### config.mk
export PLATFORM = sky130hd
export DESIGN_NAME = johnson_phase_tracker
export DESIGN_NICKNAME = d
export VERILOG_FILES = /design/src/rtl/johnson_pkg.sv /design/src/rtl/johnson_decode.sv /design/src/rtl/johnson_phase_tracker.sv
export SDC_FILE = /design/constraint.sdc
export NUM_CORES = 1
export LEC_CHECK = 0
export ABC_AREA = 0
export BUFFER_PORTS_ARGS = -buffer_cell sky130_fd_sc_hd__buf_4
export CAP_MARGIN = 40
export CORE_MARGIN = 5
export CORE_UTILIZATION = 55
export CTS_CLUSTER_DIAMETER = 100
export DETAILED_ROUTE_END_ITERATION = 12
export GPL_TIMING_DRIVEN = 1
export PLACE_DENSITY = 0.86
export SYNTH_ARGS = -nofsm -noshare
export SYNTH_HDL_FRONTEND = slang
export SYNTH_SLANG_ARGS = --single-unit
### constraint.sdc
create_clock -name clk -period 5.2 [get_ports clk]
set_clock_uncertainty 0.05 [all_clocks]
set_input_delay 0.78 -clock clk [delete_from_list [all_inputs] [get_ports clk]]
set_output_delay 0.78 -clock clk [all_outputs]
set_load 0.01 [all_outputs]
### src/rtl/johnson_pkg.sv
// Shared types and Johnson-code helpers for the phase tracker.
// Helpers take the code zero-extended to MAX_W bits plus the live width.
package johnson_pkg;

  localparam int MAX_W = 32;

  typedef enum logic {ACQUIRE = 1'b0, LOCKED = 1'b1} lock_state_e;

  // Legal Johnson code: at most one adjacent-bit transition inside the width.
  function automatic logic johnson_legal(input logic [MAX_W-1:0] code, input int w);
    int t;
    t = 0;
    for (int i = 0; i < MAX_W-1; i++) begin
      if ((i < w-1) && (code[i] != code[i+1])) t++;
    end
    return (t <= 1);
  endfunction

  // Phase index of a legal code: filling ones count up, draining ones count down.
  function automatic int johnson_idx(input logic [MAX_W-1:0] code, input int w);
    int p;
    p = 0;
    for (int i = 0; i < MAX_W; i++) begin
      if ((i < w) && code[i]) p++;
    end
    if (code[0])     return p;
    else if (p == 0) return 0;
    else             return 2*w - p;
  endfunction

endpackage

### src/rtl/johnson_decode.sv
// Combinational decode of a Johnson count: legality, phase index, one-hot strobe.
module johnson_decode
  import johnson_pkg::*;
#(
  parameter int WIDTH = 4
) (
  input  logic [WIDTH-1:0]           count_in,
  output logic                       legal,
  output logic [$clog2(2*WIDTH)-1:0] idx,
  output logic [2*WIDTH-1:0]         onehot
);

  localparam int IDX_W = $clog2(2*WIDTH);

  logic [MAX_W-1:0] code_ext;

  always_comb begin
    code_ext               = '0;
    code_ext[WIDTH-1:0]    = count_in;
    legal                  = johnson_legal(code_ext, WIDTH);
    idx                    = IDX_W'(johnson_idx(code_ext, WIDTH));
    onehot                 = '0;
    if (legal) onehot[idx] = 1'b1;
  end

endmodule

### src/rtl/johnson_phase_tracker.sv
// Samples an upstream Johnson counter, decodes phase, checks step sequence and
// tracks lock; all outputs are registered one clock after the sample.
module johnson_phase_tracker
  import johnson_pkg::*;
#(
  parameter int WIDTH     = 4,
  parameter int LOCK_CNT  = 4,
  parameter int ERR_CNT_W = 8
) (
  input  logic                       clk,
  input  logic                       reset_n,
  input  logic [WIDTH-1:0]           count_in,
  input  logic                       err_clr,
  output logic [$clog2(2*WIDTH)-1:0] phase_idx,
  output logic [2*WIDTH-1:0]         phase_onehot,
  output logic                       phase_valid,
  output logic                       locked,
  output logic                       illegal_err,
  output logic                       seq_err,
  output logic                       wrap_pulse,
  output logic [ERR_CNT_W-1:0]       err_count
);

  localparam int IDX_W = $clog2(2*WIDTH);
  localparam int RUN_W = $clog2(LOCK_CNT+1);
  localparam logic [IDX_W-1:0] LAST_IDX = IDX_W'(2*WIDTH-1);
  localparam logic [RUN_W-1:0] RUN_MAX  = RUN_W'(LOCK_CNT);

  logic                 dec_legal;
  logic [IDX_W-1:0]     dec_idx;
  logic [2*WIDTH-1:0]   dec_onehot;

  johnson_decode #(.WIDTH(WIDTH)) u_decode (
    .count_in (count_in),
    .legal    (dec_legal),
    .idx      (dec_idx),
    .onehot   (dec_onehot)
  );

  lock_state_e          state_q, state_d;
  logic [IDX_W-1:0]     phase_idx_q, phase_idx_d;
  logic [2*WIDTH-1:0]   phase_onehot_q, phase_onehot_d;
  logic                 phase_valid_q, phase_valid_d;
  logic                 illegal_err_q, illegal_err_d;
  logic                 seq_err_q, seq_err_d;
  logic                 wrap_pulse_q, wrap_pulse_d;
  logic [ERR_CNT_W-1:0] err_count_q, err_count_d;
  logic                 have_prev_q, have_prev_d;
  logic [RUN_W-1:0]     run_q, run_d;

  logic [IDX_W-1:0]     idx_plus1;
  logic                 step_adv;

  // Step classification against the last legal index held in phase_idx_q.
  always_comb begin
    idx_plus1      = (phase_idx_q == LAST_IDX) ? '0 : phase_idx_q + IDX_W'(1);
    step_adv       = 1'b0;
    phase_idx_d    = phase_idx_q;
    phase_onehot_d = '0;
    phase_valid_d  = 1'b0;
    illegal_err_d  = 1'b0;
    seq_err_d      = 1'b0;
    wrap_pulse_d   = 1'b0;
    have_prev_d    = 1'b0;
    run_d          = '0;
    if (dec_legal) begin
      phase_idx_d    = dec_idx;
      phase_onehot_d = dec_onehot;
      phase_valid_d  = 1'b1;
      have_prev_d    = 1'b1;
      run_d          = run_q;
      if (have_prev_q) begin
        if (dec_idx == idx_plus1) begin
          step_adv     = 1'b1;
          run_d        = (run_q == RUN_MAX) ? run_q : run_q + RUN_W'(1);
          wrap_pulse_d = (state_q == LOCKED) && (phase_idx_q == LAST_IDX);
        end else if (dec_idx != phase_idx_q) begin
          seq_err_d = 1'b1;
          run_d     = '0;
        end
      end
    end else begin
      illegal_err_d = 1'b1;
    end
  end

  // Clear has priority over a same-cycle error increment.
  always_comb begin
    err_count_d = err_count_q;
    if (err_clr)
      err_count_d = '0;
    else if ((illegal_err_d || seq_err_d) && (err_count_q != '1))
      err_count_d = err_count_q + ERR_CNT_W'(1);
  end

  always_comb begin
    state_d = state_q;
    case (state_q)
      ACQUIRE: if (step_adv && (run_d == RUN_MAX)) state_d = LOCKED;
      LOCKED:  if (illegal_err_d || seq_err_d)     state_d = ACQUIRE;
      default: state_d = ACQUIRE;
    endcase
  end

  always_ff @(posedge clk) begin
    if (!reset_n) state_q <= ACQUIRE;
    else          state_q <= state_d;
  end

  always_comb begin
    locked = (state_q == LOCKED);
  end

  always_ff @(posedge clk) begin
    if (!reset_n) begin
      phase_idx_q    <= '0;
      phase_onehot_q <= '0;
      phase_valid_q  <= 1'b0;
      illegal_err_q  <= 1'b0;
      seq_err_q      <= 1'b0;
      wrap_pulse_q   <= 1'b0;
      err_count_q    <= '0;
      have_prev_q    <= 1'b0;
      run_q          <= '0;
    end else begin
      phase_idx_q    <= phase_idx_d;
      phase_onehot_q <= phase_onehot_d;
      phase_valid_q  <= phase_valid_d;
      illegal_err_q  <= illegal_err_d;
      seq_err_q      <= seq_err_d;
      wrap_pulse_q   <= wrap_pulse_d;
      err_count_q    <= err_count_d;
      have_prev_q    <= have_prev_d;
      run_q          <= run_d;
    end
  end

  assign phase_idx    = phase_idx_q;
  assign phase_onehot = phase_onehot_q;
  assign phase_valid  = phase_valid_q;
  assign illegal_err  = illegal_err_q;
  assign seq_err      = seq_err_q;
  assign wrap_pulse   = wrap_pulse_q;
  assign err_count    = err_count_q;

endmodule
---- Word-level counts from Yosys, hierarchy flattened ----
Cells that the tools add are included.
storage, ports and cells
  flip-flop bits (word level) ............. 27
  latch bits .............................. 0
  RAM bits ................................ 0
  memory bits (read-only) ................. 0
  input bits .............................. 7
  output and inout bits ................... 24
  logic and storage cells ................. 70
  memories kept ........................... 0
cells by class
  $add $sub $neg .......................... 9
  multipliers ............................. 0
  divide/modulo/power cells ............... 0
  magnitude comparators ................... 3
  equal/unequal tests ..................... 9
  shift-type cells ........................ 0
  mux-type cells .......................... 29
  bitwise logic cells ..................... 2
  reductions and logical operators ........ 9
operators with widths
  cell                                                              number
  2-to-1 mux 32 bit                                                 5
  adder 32 x 2 -> 32 bit (second input constant)                    4
  less-or-equal comparator 32 x 2 -> 1 bit (second input constant)  1
  logical NOT 32 bit                                                1
  2-to-1 mux 3 bit                                                  8
  2-to-1 mux 1 bit                                                  14
  equality test 3 bit (second input constant)                       3
  adder 8 x 1 -> 8 bit (second input constant)                      1
  != test 8 bit (second input constant)                             1
  adder 3 x 1 -> 3 bit (second input constant)                      2
  logical AND 1 bit                                                 4
  less-than comparator 3 x 4 -> 1 bit (second input constant)       1
  AND reduction 4 bit                                               1
  demux 1 bit (select 3 bit)                                        1
  equality test 3 bit                                               1
  >= comparator 3 x 1 -> 1 bit (second input constant)              1
  != test 1 bit                                                     3
  != test 3 bit                                                     1
  subtractor 1 x 3 -> 3 bit (first input constant)                  1
  adder 1 x 1 -> 2 bit (second input constant)                      1
  NOT 1 bit                                                         2
  case mux 1 bit (2 select lines)                                   1
  AND reduction 2 bit                                               1
  OR reduction 2 bit                                                1
  logical OR 1 bit                                                  1

---- Logic depth before layout (Yosys ltp) ----
  depth after elaboration ................. 19
  depth in mapped cells ................... 12
  gate-level depth less buffers ........... 11

---- Modules after synthesis ----
A second synthesis with hierarchy kept.
second synthesis, totals
  cells, all modules ...................... 174
  area total of the unflattened synthesis .. 1577.8 sq um
by module, submodules not included
  module                 times used  cells an instance  area each (sq um)  sequential area each (sq um)
  johnson_phase_tracker  1           126                1201.2             540.5
  johnson_decode         1           48                 376.6              0.0

---- Worst setup path before layout ----
OpenSTA, ideal clock, no wires.
  path kind ............................... input to register
  from .................................... input count_in[0]
  to ...................................... register err_count_q[6] (netlist: err_count[6])
  setup time .............................. 0.059 ns
  arrival time ............................ 3.382 ns
  data required time ...................... 5.091 ns
  slack ................................... 1.709 ns
  cell stages on the path ................. 12
  path buffers ............................ 1
  cell sequence ........................... inv_1 -> ha_1 -> clkbuf_4 -> xor2_4 -> ha_1 -> or3b_1 -> mux2i_1 -> a221oi_4 -> mux2_4 -> or2_2 -> a21oi_2 -> o211a_1
between the ends
  word-level cells in the longest chain between the ends .. 17
  elaborated cells on any way between the ends .. 27
  those cells by class .................... add/sub: 6; order compare: 1; eq/ne: 3; mux: 14; reduce/logical: 3
ends and longest elaborated chain
  element                                                                 RTL line                              text
  start, declared                                                         johnson_phase_tracker.sv:12           input logic [WIDTH-1:0] count_in,
  2-to-1 mux 1 bit                                                        johnson_pkg.sv:24                     if ((i < w) && code[i]) p++;
  adder 1 x 1 -> 2 bit                                                    johnson_pkg.sv:24
  2-to-1 mux 32 bit                                                       johnson_pkg.sv:24
  adder 32 x 2 -> 32 bit                                                  johnson_pkg.sv:24
  2-to-1 mux 32 bit                                                       johnson_pkg.sv:24
  adder 32 x 2 -> 32 bit                                                  johnson_pkg.sv:24
  2-to-1 mux 32 bit                                                       johnson_pkg.sv:24
  subtractor 1 x 3 -> 3 bit / logical NOT 32 bit (equally long branches)  johnson_pkg.sv:28, johnson_pkg.sv:27
  2-to-1 mux 3 bit                                                        johnson_pkg.sv:27                     else if (p == 0) return 0;
  2-to-1 mux 3 bit                                                        johnson_pkg.sv:26                     if (code[0]) return p;
  != test 3 bit                                                           johnson_phase_tracker.sv:77           end else if (dec_idx != phase_idx_q) begin
  2-to-1 mux 1 bit                                                        johnson_phase_tracker.sv:77
  2-to-1 mux 1 bit                                                        johnson_phase_tracker.sv:73           if (dec_idx == idx_plus1) begin
  2-to-1 mux 1 bit                                                        johnson_phase_tracker.sv:72           if (have_prev_q) begin
  2-to-1 mux 1 bit                                                        johnson_phase_tracker.sv:66           if (dec_legal) begin
  logical OR 1 bit (*)                                                    johnson_phase_tracker.sv:92           else if ((illegal_err_d || seq_err_d) && (err_count_q != '1))
  logical AND 1 bit (*)                                                   johnson_phase_tracker.sv:92
  end signal, assigned                                                    johnson_phase_tracker.sv:132          err_count_q <= err_count_d;
  end, declared                                                           johnson_phase_tracker.sv:47           logic [ERR_CNT_W-1:0] err_count_q, err_count_d;
Mark *: on every way between the ends. The rest lies on a longest branch, timed or not.
A chain may end at the register's enable or synchronous reset.

---- Worst setup path after layout ----
  from .................................... input count_in[0]
  to ...................................... register err_count_q[7] (netlist: err_count[7])
The elaborated chain is that of the path after synthesis.

==> flow_metrics.tcl <==
set metrics [dict create \
    path_cells "buf_4 -> inv_1 -> ha_1 -> xor2_4 -> ha_1 -> or3b_1 -> mux2i_1 -> a221oi_4 -> xnor2_2 -> o31a_1 -> a21oi_2 -> o41ai_1" \
    critPathArrivalTime_ns 3.81 \
    hold_ws_ns 0.446 \
    worst_pin_slew_ns 0.625 \
    grt_max_degree 15 \
    ys_types 54 \
    start_util_pct 57.4 \
    postCtsSetupBuffers 0 \
    cts_buffers 3 \
    critPathMaxStageDelay_ns 0.58 \
    num_rows 20 \
    first_iter_violations 53 \
    wire_per_inst_microns 13.1 \
    grt_overflow 0 \
    vias 1446 \
    area_growth_pct 15.9 \
    synth_edf_count 0 \
    relSlewSlack_pct 58.2 \
    synthFlopType "dfxtp_1" \
    drive_gt1_share_pct 25.5 \
    cts_tree "yes" \
    fill_cells 265 \
    die_w_microns 66.7 \
    min_path_type "reg2reg" \
    drv_slew 0 \
    max-vdd-ir-drop_mv 0.178 \
    ctsResizeCount 0 \
    drt_wl_total_microns 3450 \
    fin_crit_ns 3.62 \
    worst-setup-path-type "in2reg" \
    run_status "completed" \
    max_freq_ghz 0.276 \
    cts_root_buf "clkbuf_4" \
    ys_warn_count 0 \
    syn_nets 206 \
    drtAntennaViolNets 0 \
    powerDensity_nw_per_um2 250 \
    required_ns 5.39 \
    die-area_sq_um 4440 \
    hold_buffers 0 \
    antenna_found_initial 0 \
    final_cell_mix "31 x buf_4, 27 x dfxtp_1, 19 x nand2_1" \
    rsz0062_at_grt "false" \
    antennaDiodeCount 0 \
    hold_viol 0 \
    post-route-period-util_pct 69.6 \
    layout_commonest_cell "buf_4" \
    synthArstFlopShare_pct 0 \
    p_leak_nw 0.862 \
    setup_violations 0 \
    fin_nets 238 \
    ys_ff_latch 27 \
    dp_hpwl_microns 2680 \
    end_kind "flop" \
    syn_inst 189 \
    clock_latency_ns 0.33 \
    worst_path_max_delay_cell "ha_1" \
    drv_cap 0 \
    port_buffers 30 \
    cts_max_path_buffers 2 \
    cts_max_level 1 \
    io_pins 31 \
    grt_util_all_layers_pct 17.5 \
    critPathLaunchType "input pin" \
    gp_congestion 0.807 \
    final.setup.tns_ns 0 \
    clk_pin_slew_worst_paths_ns 0.14 \
    via_per_inst 5.48 \
    cts.sinks 27 \
    syn_avg_cell_area_sq_um 9.34 \
    syn-cell-area_sq_um 1770 \
    dr.pass1.iters 4 \
    yosysSeqAreaShare_pct 30.6 \
    critPathMaxFanout 11 \
    dieHeight_microns 66.7 \
    coreArea_sq_um 3080 \
    cp_common_cell "ha_1" \
    grt_pass1_wl_microns 6150 \
    first_global_vias 1365 \
    drc 0 \
]
-- critical path, delay by kind of cell --
kind	cells	cell delay, ns
adder cells (fa/ha/maj)	2	0.85
AND/OR/NAND/NOR	1	0.37
XOR/XNOR	2	0.58
AO/OA/AOI/OAI	4	0.74
multiplexers	1	0.24
buffers and inverters	2	0.24
-- metrics by stage --
stage          utilization (%)  instance area [sq um]  setup WS (ns)  power (W)  std cells
2_1_floorplan                -                   1770           1.71   0.000379        189
4_1_cts                   66.5                   2050           1.57   0.000511        264
3_3_place_gp              65.6                   2020           1.36   0.000419        260
5_1_grt                   66.5                   2050           1.38   0.000542        264
6_report                  66.5                   2050           1.58   0.000511        264
3_5_place_dp              65.6                   2020           1.23   0.000423        260
-- metal layers --
layer / vias up / wire (microns) / GRT usage (%)
met5: - / 0 / 0
met4: 0 / 20 / 3.55
met3: 6 / 219 / 4.55
met2: 42 / 1650 / 28.0
met1: 664 / 1560 / 23.6
li1: 734 / - / -
-- sequential cells by signal (all words and copies together) (netlist names) --
signal	cells
phase_onehot	8
have_prev_q	1
run_q	3
phase_idx	3
seq_err	1
illegal_err	1
locked	1
wrap_pulse	1
err_count	8
-- cells by family after synthesis --
group | count (synthesis) | share of synthesized area [%]
adder cells (fa/ha/maj) | 10 | 7.09
multiplexers | 10 | 5.95
flip-flops | 27 | 30.6
AO/OA/AOI/OAI | 42 | 20.3
AND/OR/NAND/NOR | 72 | 20.8
XOR/XNOR | 14 | 11.1
buffers and inverters | 14 | 4.04
-- path summary, 6_finish.rpt --
kind,start,slack [ns],to,cells past startpoint
hold / removal,err_count[5]$_SDFFE_PP0P_,0.45,err_count[5]$_SDFFE_PP0P_,2
setup / recovery,count_in[0],1.58,err_count[7]$_SDFFE_PP0P_,12
setup reg to reg,phase_idx[0]$_SDFFE_PN0P_,2.89,err_count[0]$_SDFFE_PP0P_,6
hold reg to reg,err_count[5]$_SDFFE_PP0P_,0.45,err_count[5]$_SDFFE_PP0P_,2
-- layout make-up --
cell class	instances	area (sq um)	area share (%)
clock buffer	4	26.3	1.28
inverter	10	37.5	1.83
multi-input combinational	148	1150	56.4
sequential	27	541	26.4
tap	44	55.1	2.69
timing repair buffer	31	233	11.4
-- power by group --
part	total [W]	switching, W	internal, W	leakage [nW]
combinational	0.000193	0.000111	0.0000820	0.628
clock	0.0000915	0.0000614	0.0000301	0.0150
sequential	0.000226	0.00000832	0.000217	0.219
total	0.000511	0.000181	0.000330	0.862
-- synthesized netlist by cell type, types with 3 or more instances --
master / instances / area share, %
a21oi_1: 7 / 2.0
and3_1: 5 / 1.8
dfxtp_1: 27 / 31
ha_1: 10 / 7.1
inv_1: 9 / 1.9
mux2i_1: 9 / 5.1
nand2_1: 19 / 4.0
nand2b_1: 3 / 1.1
nand3_1: 9 / 2.6
nor2_1: 15 / 3.2
nor3_1: 4 / 1.1
o211ai_1: 3 / 1.3
o21ai_0: 8 / 2.3
o21ai_1: 4 / 1.1
or3_1: 4 / 1.4
xnor2_1: 6 / 3.0
xor2_1: 3 / 1.5
No activity file was read; power rests on OpenSTA's default activity.
